$ cat config.mk
export PLATFORM = sky130hd
export DESIGN_NAME = decode_ctrl
export DESIGN_NICKNAME = d
export VERILOG_FILES = /design/src/rtl/mips_defs_pkg.sv /design/src/rtl/decode_comb.sv /design/src/rtl/decode_ctrl.sv
export SDC_FILE = /design/constraint.sdc
export NUM_CORES = 1
export LEC_CHECK = 0
export CAP_MARGIN = 5
export CORE_MARGIN = 3
export CORE_UTILIZATION = 32
export DETAILED_ROUTE_END_ITERATION = 8
export MAX_ROUTING_LAYER = met4
export PLACE_DENSITY = 0.72
export SETUP_SLACK_MARGIN = 0.5
export SLEW_MARGIN = 30
export SYNTH_ARGS = -nofsm -noshare
export SYNTH_HDL_FRONTEND = slang
export SYNTH_SLANG_ARGS = --single-unit
$ cat constraint.sdc
create_clock -name clk -period 2.8 [get_ports clk]
set_clock_uncertainty 0.1 [all_clocks]
set_input_delay 0.28 -clock clk [delete_from_list [all_inputs] [get_ports clk]]
set_output_delay 0.28 -clock clk [all_outputs]
set_load 0.02 [all_outputs]
$ cat src/rtl/mips_defs_pkg.sv
// mips_defs_pkg: shared MIPS-I encodings and the decoded control bundle.
//   - opcode, funct, REGIMM rt and COP0 rs field encodings
//   - memtoreg result-select encodings
//   - ctrl_t: packed bundle of every decoded control/exception flag
//   - helpers classifying instructions that occupy or depend on the MDU
package mips_defs_pkg;

  // Primary opcodes (instr[31:26])
  localparam logic [5:0] OP_RTYPE  = 6'b000000;
  localparam logic [5:0] OP_REGIMM = 6'b000001;
  localparam logic [5:0] OP_J      = 6'b000010;
  localparam logic [5:0] OP_JAL    = 6'b000011;
  localparam logic [5:0] OP_BEQ    = 6'b000100;
  localparam logic [5:0] OP_BNE    = 6'b000101;
  localparam logic [5:0] OP_BLEZ   = 6'b000110;
  localparam logic [5:0] OP_BGTZ   = 6'b000111;
  localparam logic [5:0] OP_ADDI   = 6'b001000;
  localparam logic [5:0] OP_ADDIU  = 6'b001001;
  localparam logic [5:0] OP_SLTI   = 6'b001010;
  localparam logic [5:0] OP_SLTIU  = 6'b001011;
  localparam logic [5:0] OP_ANDI   = 6'b001100;
  localparam logic [5:0] OP_ORI    = 6'b001101;
  localparam logic [5:0] OP_XORI   = 6'b001110;
  localparam logic [5:0] OP_LUI    = 6'b001111;
  localparam logic [5:0] OP_COP0   = 6'b010000;
  localparam logic [5:0] OP_LB     = 6'b100000;
  localparam logic [5:0] OP_LH     = 6'b100001;
  localparam logic [5:0] OP_LW     = 6'b100011;
  localparam logic [5:0] OP_LBU    = 6'b100100;
  localparam logic [5:0] OP_LHU    = 6'b100101;
  localparam logic [5:0] OP_SB     = 6'b101000;
  localparam logic [5:0] OP_SH     = 6'b101001;
  localparam logic [5:0] OP_SW     = 6'b101011;

  // R-type function codes (instr[5:0])
  localparam logic [5:0] F_SLL     = 6'b000000;
  localparam logic [5:0] F_SRL     = 6'b000010;
  localparam logic [5:0] F_SRA     = 6'b000011;
  localparam logic [5:0] F_SLLV    = 6'b000100;
  localparam logic [5:0] F_SRLV    = 6'b000110;
  localparam logic [5:0] F_SRAV    = 6'b000111;
  localparam logic [5:0] F_JR      = 6'b001000;
  localparam logic [5:0] F_JALR    = 6'b001001;
  localparam logic [5:0] F_SYSCALL = 6'b001100;
  localparam logic [5:0] F_BREAK   = 6'b001101;
  localparam logic [5:0] F_MFHI    = 6'b010000;
  localparam logic [5:0] F_MTHI    = 6'b010001;
  localparam logic [5:0] F_MFLO    = 6'b010010;
  localparam logic [5:0] F_MTLO    = 6'b010011;
  localparam logic [5:0] F_MULT    = 6'b011000;
  localparam logic [5:0] F_MULTU   = 6'b011001;
  localparam logic [5:0] F_DIV     = 6'b011010;
  localparam logic [5:0] F_DIVU    = 6'b011011;
  localparam logic [5:0] F_ADD     = 6'b100000;
  localparam logic [5:0] F_ADDU    = 6'b100001;
  localparam logic [5:0] F_SUB     = 6'b100010;
  localparam logic [5:0] F_SUBU    = 6'b100011;
  localparam logic [5:0] F_AND     = 6'b100100;
  localparam logic [5:0] F_OR      = 6'b100101;
  localparam logic [5:0] F_XOR     = 6'b100110;
  localparam logic [5:0] F_NOR     = 6'b100111;
  localparam logic [5:0] F_SLT     = 6'b101010;
  localparam logic [5:0] F_SLTU    = 6'b101011;
  localparam logic [5:0] F_ERET    = 6'b011000;  // under OP_COP0 / RS_CO

  // REGIMM rt selectors (instr[20:16])
  localparam logic [4:0] RT_BLTZ   = 5'b00000;
  localparam logic [4:0] RT_BGEZ   = 5'b00001;
  localparam logic [4:0] RT_BLTZAL = 5'b10000;
  localparam logic [4:0] RT_BGEZAL = 5'b10001;

  // COP0 rs selectors (instr[25:21])
  localparam logic [4:0] RS_MFC0   = 5'b00000;
  localparam logic [4:0] RS_MTC0   = 5'b00100;
  localparam logic [4:0] RS_CO     = 5'b10000;

  // Writeback result select
  localparam logic [1:0] M2R_ALU   = 2'b00;
  localparam logic [1:0] M2R_MEM   = 2'b01;
  localparam logic [1:0] M2R_HI    = 2'b10;
  localparam logic [1:0] M2R_LO    = 2'b11;

  typedef struct packed {
    logic       regwrite;
    logic       regdst;
    logic       alusrc;
    logic       branch;
    logic       memwrite;
    logic       gprtohi;
    logic       gprtolo;
    logic       jump;
    logic       jumpr;
    logic       al_regdst;
    logic [1:0] memtoreg;
    logic       ri_exc;
    logic       syscall_exc;
    logic       break_exc;
    logic       eret;
    logic       cp0write;
    logic       cp0read;
  } ctrl_t;

  // mult/multu/div/divu: start an MDU operation
  function automatic logic is_muldiv(input logic [5:0] op, input logic [5:0] funct);
    return (op == OP_RTYPE) && (funct[5:2] == 4'b0110);
  endfunction

  // Everything that must wait for the MDU: mult/div plus HI/LO moves
  function automatic logic is_mdu_dep(input logic [5:0] op, input logic [5:0] funct);
    return (op == OP_RTYPE) && ((funct[5:2] == 4'b0110) || (funct[5:2] == 4'b0100));
  endfunction

endpackage

$ cat src/rtl/decode_comb.sv
// decode_comb: pure combinational MIPS-I instruction decoder.
//   instr_i : 32-bit instruction word
//   ctrl_o  : decoded control/exception bundle (mips_defs_pkg::ctrl_t)
// Build option: DECODE_CP0_EN enables mtc0/mfc0/eret decode; without it
// every opcode 010000 is reserved and the CP0 flags stay 0.
module decode_comb
  import mips_defs_pkg::*;
(
  input  logic [31:0] instr_i,
  output ctrl_t       ctrl_o
);

  logic [5:0] op;
  logic [5:0] funct;
  logic [4:0] rt;
  logic       unused_fields;

  assign op    = instr_i[31:26];
  assign funct = instr_i[5:0];
  assign rt    = instr_i[20:16];

  // Register numbers, shamt and immediates do not affect control.
  assign unused_fields = ^{instr_i[25:21], instr_i[15:6]};

  always_comb begin
    // NOTE: clear the whole bundle first so every path drives every field
    // and no latch is inferred; each case arm then only raises its flags.
    ctrl_o = '0;
    case (op)
      OP_RTYPE: begin
        case (funct)
          F_SLL, F_SRL, F_SRA, F_SLLV, F_SRLV, F_SRAV,
          F_ADD, F_ADDU, F_SUB, F_SUBU, F_AND, F_OR, F_XOR, F_NOR,
          F_SLT, F_SLTU: ctrl_o.regwrite = 1'b1;
          F_MULT, F_MULTU, F_DIV, F_DIVU: begin
            ctrl_o.regwrite = 1'b1;
            ctrl_o.regdst   = 1'b1;
            ctrl_o.gprtohi  = 1'b1;
            ctrl_o.gprtolo  = 1'b1;
          end
          F_MFHI, F_MFLO: begin
            ctrl_o.regwrite = 1'b1;
            ctrl_o.regdst   = 1'b1;
            ctrl_o.memtoreg = (funct == F_MFHI) ? M2R_HI : M2R_LO;
          end
          F_MTHI:    ctrl_o.gprtohi     = 1'b1;
          F_MTLO:    ctrl_o.gprtolo     = 1'b1;
          F_JR:      ctrl_o.jumpr       = 1'b1;
          F_JALR: begin
            ctrl_o.jumpr    = 1'b1;
            ctrl_o.regwrite = 1'b1;
            ctrl_o.regdst   = 1'b1;
          end
          F_SYSCALL: ctrl_o.syscall_exc = 1'b1;
          F_BREAK:   ctrl_o.break_exc   = 1'b1;
          default:   ctrl_o.ri_exc      = 1'b1;
        endcase
      end
      OP_REGIMM: begin
        case (rt)
          RT_BLTZ, RT_BGEZ: ctrl_o.branch = 1'b1;
          RT_BLTZAL, RT_BGEZAL: begin
            ctrl_o.branch    = 1'b1;
            ctrl_o.regwrite  = 1'b1;
            ctrl_o.al_regdst = 1'b1;
          end
          default: ctrl_o.ri_exc = 1'b1;
        endcase
      end
      OP_J: ctrl_o.jump = 1'b1;
      OP_JAL: begin
        ctrl_o.jump      = 1'b1;
        ctrl_o.regwrite  = 1'b1;
        ctrl_o.al_regdst = 1'b1;
      end
      OP_BEQ, OP_BNE, OP_BLEZ, OP_BGTZ: ctrl_o.branch = 1'b1;
      OP_ADDI, OP_ADDIU, OP_SLTI, OP_SLTIU,
      OP_ANDI, OP_ORI, OP_XORI, OP_LUI: begin
        ctrl_o.regwrite = 1'b1;
        ctrl_o.regdst   = 1'b1;
        ctrl_o.alusrc   = 1'b1;
      end
      OP_LB, OP_LH, OP_LW, OP_LBU, OP_LHU: begin
        ctrl_o.regwrite = 1'b1;
        ctrl_o.regdst   = 1'b1;
        ctrl_o.alusrc   = 1'b1;
        ctrl_o.memwrite = 1'b1;
        ctrl_o.memtoreg = M2R_MEM;
      end
      OP_SB, OP_SH, OP_SW: begin
        ctrl_o.alusrc   = 1'b1;
        ctrl_o.memwrite = 1'b1;
        ctrl_o.memtoreg = M2R_MEM;
      end
`ifdef DECODE_CP0_EN
      OP_COP0: begin
        case (instr_i[25:21])
          RS_MTC0: ctrl_o.cp0write = 1'b1;
          RS_MFC0: begin
            ctrl_o.regwrite = 1'b1;
            ctrl_o.cp0read  = 1'b1;
          end
          RS_CO: begin
            if (funct == F_ERET) ctrl_o.eret   = 1'b1;
            else                 ctrl_o.ri_exc = 1'b1;
          end
          default: ctrl_o.ri_exc = 1'b1;
        endcase
      end
`endif
      default: ctrl_o.ri_exc = 1'b1;
    endcase
  end

endmodule

$ cat src/rtl/decode_ctrl.sv
// decode_ctrl: one-stage registered decode with valid/ready handshake and
// a mult/div occupancy counter that stalls HI/LO-dependent instructions.
//   clk, resetn        : clock, asynchronous active-low reset
//   in_valid/in_ready  : upstream handshake; instr, in_pc carried with it
//   flush              : drops the held output and any incoming decode
//   out_valid/out_ready: downstream handshake; out_pc, out_instr registered
//   regwrite..cp0read  : registered decoded control and exception flags
//   mdu_busy           : MDU occupancy counter non-zero
// Parameters: MDU_LAT (mult/div occupancy, >=1), PC_W (pc width).
// Build option: DECODE_CP0_EN enables COP0 decode inside decode_comb.
module decode_ctrl
  import mips_defs_pkg::*;
#(
  parameter int MDU_LAT = 32,
  parameter int PC_W    = 32
) (
  input  logic            clk,
  input  logic            resetn,
  input  logic            in_valid,
  output logic            in_ready,
  input  logic [31:0]     instr,
  input  logic [PC_W-1:0] in_pc,
  input  logic            flush,
  output logic            out_valid,
  input  logic            out_ready,
  output logic [PC_W-1:0] out_pc,
  output logic [31:0]     out_instr,
  output logic            regwrite,
  output logic            regdst,
  output logic            alusrc,
  output logic            branch,
  output logic            memwrite,
  output logic            gprtohi,
  output logic            gprtolo,
  output logic            jump,
  output logic            jumpr,
  output logic            al_regdst,
  output logic [1:0]      memtoreg,
  output logic            ri_exc,
  output logic            syscall_exc,
  output logic            break_exc,
  output logic            eret,
  output logic            cp0write,
  output logic            cp0read,
  output logic            mdu_busy
);

  localparam int CNT_W = $clog2(MDU_LAT + 1);

  ctrl_t            ctrl_d, ctrl_q;
  logic             valid_d, out_valid_q;
  logic [CNT_W-1:0] cnt_d, cnt_q;
  logic [PC_W-1:0]  pc_q;
  logic [31:0]      instr_q;
  logic             mdu_hazard;
  logic             accept;

  decode_comb u_decode (
    .instr_i (instr),
    .ctrl_o  (ctrl_d)
  );

  assign mdu_busy   = (cnt_q != '0);
  assign mdu_hazard = mdu_busy && is_mdu_dep(instr[31:26], instr[5:0]);
  assign in_ready   = !flush && (!out_valid_q || out_ready) && !mdu_hazard;
  assign accept     = in_valid && in_ready;

  // Flush has priority; accept is already blocked by in_ready during flush.
  // The counter runs down freely and is reloaded only when a mult/div is
  // accepted, which the hazard check guarantees happens only at zero.
  always_comb begin
    valid_d = out_valid_q;
    cnt_d   = cnt_q;
    if (cnt_q != '0) cnt_d = cnt_q - CNT_W'(1);
    if (flush) begin
      valid_d = 1'b0;
      cnt_d   = '0;
    end else if (accept) begin
      valid_d = 1'b1;
      if (is_muldiv(instr[31:26], instr[5:0])) cnt_d = CNT_W'(MDU_LAT);
    end else if (out_ready) begin
      valid_d = 1'b0;
    end
  end

  // NOTE: state registers use non-blocking assignments so every register
  // samples the pre-edge values regardless of statement order.
  always_ff @(posedge clk or negedge resetn) begin
    if (!resetn) begin
      out_valid_q <= 1'b0;
      cnt_q       <= '0;
      ctrl_q      <= '0;
      pc_q        <= '0;
      instr_q     <= '0;
    end else begin
      out_valid_q <= valid_d;
      cnt_q       <= cnt_d;
      // Payload only moves on accept, so a stalled output stays stable.
      if (accept) begin
        ctrl_q  <= ctrl_d;
        pc_q    <= in_pc;
        instr_q <= instr;
      end
    end
  end

  assign out_valid   = out_valid_q;
  assign out_pc      = pc_q;
  assign out_instr   = instr_q;
  assign regwrite    = ctrl_q.regwrite;
  assign regdst      = ctrl_q.regdst;
  assign alusrc      = ctrl_q.alusrc;
  assign branch      = ctrl_q.branch;
  assign memwrite    = ctrl_q.memwrite;
  assign gprtohi     = ctrl_q.gprtohi;
  assign gprtolo     = ctrl_q.gprtolo;
  assign jump        = ctrl_q.jump;
  assign jumpr       = ctrl_q.jumpr;
  assign al_regdst   = ctrl_q.al_regdst;
  assign memtoreg    = ctrl_q.memtoreg;
  assign ri_exc      = ctrl_q.ri_exc;
  assign syscall_exc = ctrl_q.syscall_exc;
  assign break_exc   = ctrl_q.break_exc;
  assign eret        = ctrl_q.eret;
  assign cp0write    = ctrl_q.cp0write;
  assign cp0read     = ctrl_q.cp0read;

endmodule

# ---- After elaboration in Yosys (flattened, before gate mapping)
# Cells that the tools add are included.
dict set report word_totals {
  register_bits 86
  wordCells 138
}
dict set report classes {
  addsub 1
  n_eq_ne 55
  muxes 32
  reduce_logical 32
}
# cell n
set op_table {}
lappend op_table {{6-bit == test (second input constant)} 18}
lappend op_table {{6-bit by 4-bit == test with 1-bit output (second input constant)} 12}
lappend op_table {{6-bit by 5-bit == test with 1-bit output (second input constant)} 8}
lappend op_table {{6-bit by 3-bit == test with 1-bit output (second input constant)} 7}
lappend op_table {{28-bit OR reduction} 1}
lappend op_table {{6-bit by 2-bit == test with 1-bit output (second input constant)} 4}
lappend op_table {{6-bit 2-to-1 mux} 4}
lappend op_table {{23-bit OR reduction} 1}
lappend op_table {{22-bit OR reduction} 1}
lappend op_table {{1-bit 2-to-1 mux} 19}
lappend op_table {{16-bit OR reduction} 1}
lappend op_table {{14-bit OR reduction} 1}
lappend op_table {{13-bit OR reduction} 1}
lappend op_table {{6-bit zero test} 2}
lappend op_table {{5-bit == test (second input constant)} 2}
lappend op_table {{5-bit OR reduction} 2}
lappend op_table {{4-bit by 3-bit == test with 1-bit output (second input constant)} 2}
lappend op_table {{2-bit OR reduction} 4}
lappend op_table {{4-bit OR reduction} 2}
lappend op_table {{8-bit OR reduction} 1}
lappend op_table {{7-bit OR reduction} 1}
lappend op_table {{6-bit by 1-bit == test with 1-bit output (second input constant)} 1}
lappend op_table {{1-bit logical AND} 6}
lappend op_table {{2-bit 2-to-1 mux} 3}
lappend op_table {{other kinds (10)} 16}

# ---- Longest topological paths before layout
dict set report depth {
  depth_word 9
  ltp_mapped 9
  depth_no_buf 7
}

# ---- By module
# A second synthesis with hierarchy kept.
dict set report hier_totals {
  cells_unflattened 276
  hier_area_um2 4081.4
}
# mod instances cells_each area_per_inst_um2 seq_area_each_um2
set modules_own_cells {}
lappend modules_own_cells {decode_ctrl 1 214 3721.1 2227.1}
lappend modules_own_cells {decode_comb 1 62 360.3 0.0}

# ---- Worst setup path after synthesis
# Ideal clock, no wire load.
dict set report synth_timing {
  path_kind {reg-to-output}
  startpoint {register cnt_q[0]}
  endpoint {output in_ready}
  arrival_time_ps 2120
  t_required_ps 2420
  setup_slack_ps 300
  stages_incl_launch_ff 7
  path_buffers 0
  cell_sequence {dfrtp_1 > inv_1 > ha_1 > or3b_4 > nor3_4 > inv_1 > a211oi_1}
}
dict set report synth_via {
  elab_chain_len 4
}
# item line_no
set synth_lines {}
lappend synth_lines {{from (decl)} decode_ctrl.sv:52} ;# logic [CNT_W-1:0] cnt_d, cnt_q;
lappend synth_lines {{from (signal assigned)} decode_ctrl.sv:97} ;# cnt_q <= cnt_d;
lappend synth_lines {{6-bit nonzero test} decode_ctrl.sv:63} ;# assign mdu_busy = (cnt_q != '0);
lappend synth_lines {{net mdu_busy} decode_ctrl.sv:45} ;# output logic mdu_busy
lappend synth_lines {{1-bit logical AND} decode_ctrl.sv:64} ;# assign mdu_hazard = mdu_busy && is_mdu_dep(instr[31:26], instr[5:0]);
lappend synth_lines {{1-bit zero test} decode_ctrl.sv:65} ;# assign in_ready = !flush && (!out_valid_q || out_ready) && !mdu_hazard;
lappend synth_lines {{1-bit logical AND} decode_ctrl.sv:65}
lappend synth_lines {{to (decl)} decode_ctrl.sv:20} ;# output logic in_ready,
# The timed path passes the listed nets, and every way through them passes these cells.

# ---- Worst setup path in the final report
dict set report layout_timing {
  startpoint {register cnt_q[0]}
  endpoint {output in_ready}
}
dict set report layout_via {
  elab_chain_len 4
}
# item line_no
set layout_lines {}
lappend layout_lines {{6-bit nonzero test} decode_ctrl.sv:63}
lappend layout_lines {{1-bit logical AND} decode_ctrl.sv:64}
lappend layout_lines {{1-bit zero test} decode_ctrl.sv:65}
lappend layout_lines {{1-bit logical AND} decode_ctrl.sv:65}
# Every way passes these cells.

==> summary.txt <==
Global route
  – First-pass GRT wire length: 16000 um
  – M2 GR Usage: about a quarter
  – Gr busiest metal: met2
  – Met1 usage: 19.9%
  – Remaining Overflow, GRT: 0
  – Initial antenna violation count: 0
  – GRT Total Usage: between 10% and 20%
  – Largest net degree at the start of global routing: 87
  – Vias in the first global route: roughly 3300
  – GR Layer Usage met3: 3.28%

Routing
  – Post-route ant nets: 0
  – # DRC: 0
  – Total iterations of the first detailed-routing run: 4
  – DR iter-0 viols: 200
  – Vias: 3314
  – Final WL: slightly above 10000 um
  – Drt wl/cell: about 15 um
  – Routed vias/inst: 4.75

Timing
  – Final Hold Vio Count: 0
  – Post-layout min period: approximately 2300 ps
  – RSZ-0062 raised after global routing: yes
  – Crit share post-route: between 80 and 90%
  – Max Freq: 429 MHz
  – Slew Viols, Final: 0
  – Final Hold Slack: approximately 370 ps
  – Setup-failing EPs final: 0
  – Max-slew headroom: between 40% and 50%
  – Final Worst Setup Slack: between 400 and 500 ps
  – Worst-margin pin slew: just under 800 ps
  – Setup TNS: 0 ps

Place
  – I/O Buffers: 150
  – Dpl hpwl: between 7000 and 8000 um
  – Pre-CTS WS: between 150 and 200 ps
  – Placed cell count: roughly 670
  – Post-placement cell area: roughly 0.0054 sq mm
  – GPL Wtd Cong: ~0.8

Power and ir drop
  – Maximum vdd drop: roughly 0.00036 V
  – Switching share of power: a little under a third
  – Leakage: 2.67 nW
  – Internal power: between 2 and 3 mW
  – Psw: between 1 and 1.5 mW
  – Combinational share of power: 31.2%
  – Reg power frac: 36.7%
  – Clock power frac: roughly a third
  – Total power: 4.23 mW
  – Pwr Density: around 720 mW/mm^2

Synth
  – Async set-or-reset flop fraction in the synthesized netlist: 100%
  – Synth Area per Inst: ~9.7 sq um
  – Post-synth cell types: 46
  – Synth Flop Type: dfrtp_1
  – Area contributors post-synth: dfrtp_1 (57%), nand2_1 (17%), buf_6 (2.4%)
  – EDFF count, synth: 0
  – Top cells by count, synth: nand2_1 (166), dfrtp_1 (86), nor2_1 (15)
  – Most frequent cell after synthesis: nand2_1
  – Leading area contributor after synthesis: dfrtp_1
  – Post-Synthesis Cells: 390
  – Synth Register Bits: 86
  – Yosys warnings: 0
  – Mapped cell area: roughly 0.0038 sq mm
  – Post-synth top area share: between 50% and 60%
  – Register area share after synthesis: between 50% and 60%

Clocking
  – Clock sinks: 86
  – Max clock buf depth: 2
  – Total CTS buffers: 9
  – Reg clk slew, reported paths: 60 ps
  – CTS tree: built
  – Root buffer cell: clkbuf_16
  – H-tree Lvls: 3
  – Clk Latency, worst-skew pair: 340 ps

Setup path
  – Type of the worst setup path: flop to primary output
  – Worst EP required: 2420 ps
  – R2r worst-path depth: 9
  – Delay-heaviest family, CP: simple AND/OR/NAND/NOR gates
  – Worst Setup End Kind: primary output
  – Startpoint types: flop
  – Crit-path cells: inv_2 > ha_4 > or3b_4 > nor3_4 > inv_2 > a211oi_4 > buf_6
  – Critical Path AT: just under 2000 ps
  – Stages on worst setup path: 7
  – CP bufs+invs: 3
  – Slowest CP cell: dfrtp_1
  – Most used cell, CP: inv_2
  – Slack of the worst reg-to-reg path: between 400 and 500 ps
  – CP max FO: 3
  – CP peak stage delay: 400 ps

Finish
  – Syn-to-layout area delta: 54.8%
  – Layout cells sized above 1: between 10% and 20%
  – Post-layout instance area: roughly 0.0058 sq mm
  – Final core utilization: 50.9%
  – # nets final: 620
  – ANT cells: 0
  – Final non-filler cell total: around 700

Floorplan
  – Die H: 115 um
  – Core area: approximately 0.011 sq mm
  – Die area: around 0.013 sq mm
  – Die width: between 100 and 150 um
  – Core Rows: 39
  – Io pins: 154
  – Initial Util: about a third

Status
  – Status: finished, final reports clean

Flow run
  – Max cap viols: 0

Worst hold path
  – WHS Path Cells: 3
  – Hold Path Class: input pin to flop
==> cells in the final DEF, fill, tap and decap left out, types with 4 or more instances in the layout <==
master / Yosys / routed
inv_1: 8 / 5
a21oi_1: 6 / 6
nor2_1: 15 / 15
clkbuf_16: 0 / 9
nand2_1: 166 / 166
mux2_4: 5 / 5
buf_4: 3 / 16
a31oi_1: 4 / 4
mux2_2: 6 / 6
dfrtp_1: 86 / 86
o31ai_1: 6 / 6
o21ai_0: 12 / 12
clkdlybuf4s50_1: 0 / 147
nand2b_1: 4 / 4
nor3_1: 7 / 7
==> power groups by stage <==
stage / Combinational [mW] / Clock, mW / Sequential (mW)
CTS: 1.31 / 1.39 / 1.55
detailed placement: 1.23 / 0 / 1.57
floorplan: 0.438 / 0 / 1.76
global route: 1.43 / 1.45 / 1.58
finish: 1.32 / 1.35 / 1.55
global placement: 1.20 / 0 / 1.56
==> layer usage <==
layer	part of all wire, %	wire length, um	vias to the layer above
met5	0	0	-
met4	1.4	142	0
met3	6.8	704	13
met2	49	5120	122
met1	43	4430	1594
li1	-	-	1585
==> what timing repair did <==
| item | 4_1_cts | 5_1_grt |
|---|---|---|
| hold endpoints to repair | 86 | 0 |
| endpoints found under the setup margin | 21 | 77 |
| hold buffers | 1 | 0 |
| buffers inserted | 6 | 0 |
| cloned | 0 | 1 |
| pin swaps | 3 | 2 |
| resized for setup | 13 | 3 |
==> registers in the layout, summed over array words and instances, names as in the netlist, 2 cells and up <==
| register | cells |
|---|---|
| memtoreg | 2 |
| out_pc | 32 |
| out_instr | 32 |
| cnt_q | 6 |
==> final cells by class <==
cell class / instances / area (sq um)
clock inverters: 5 / 106
inverters: 8 / 30.0
flip-flops and latches: 86 / 2150
multi-input cells: 276 / 1480
clock buffers: 11 / 233
fillers: 1040 / 5630
well taps: 143 / 179
repair buffers: 169 / 1660
==> final timing paths <==
check	from	end
worst max-delay path	cnt_q[0]	in_ready
worst min-delay path	in_pc[1]	out_pc[1]
worst max register to register	cnt_q[0]	out_instr[26]
worst min register to register	out_pc[5]	out_pc[5]
max in group asynchronous	resetn	out_pc[17]
min in group asynchronous	resetn	out_pc[25]
==> kinds of logic after synthesis <==
group	count (synthesis)	share of synthesized area, %
adder cells (fa/ha/maj)	1	0.332
other	1	0.0994
buffers and inverters	31	5.21
multiplexers	12	4.05
AO/OA/AOI/OAI	43	8.06
XOR/XNOR	2	0.465
AND/OR/NAND/NOR	214	24.7
flip-flops	86	57.1
==> tightest hold or removal path, cell delays in order <==
cell	delay [ps]
clkdlybuf4s50_1	390
nand2_1	50
nand2_1	40
(Power assumes the default switching activity.)
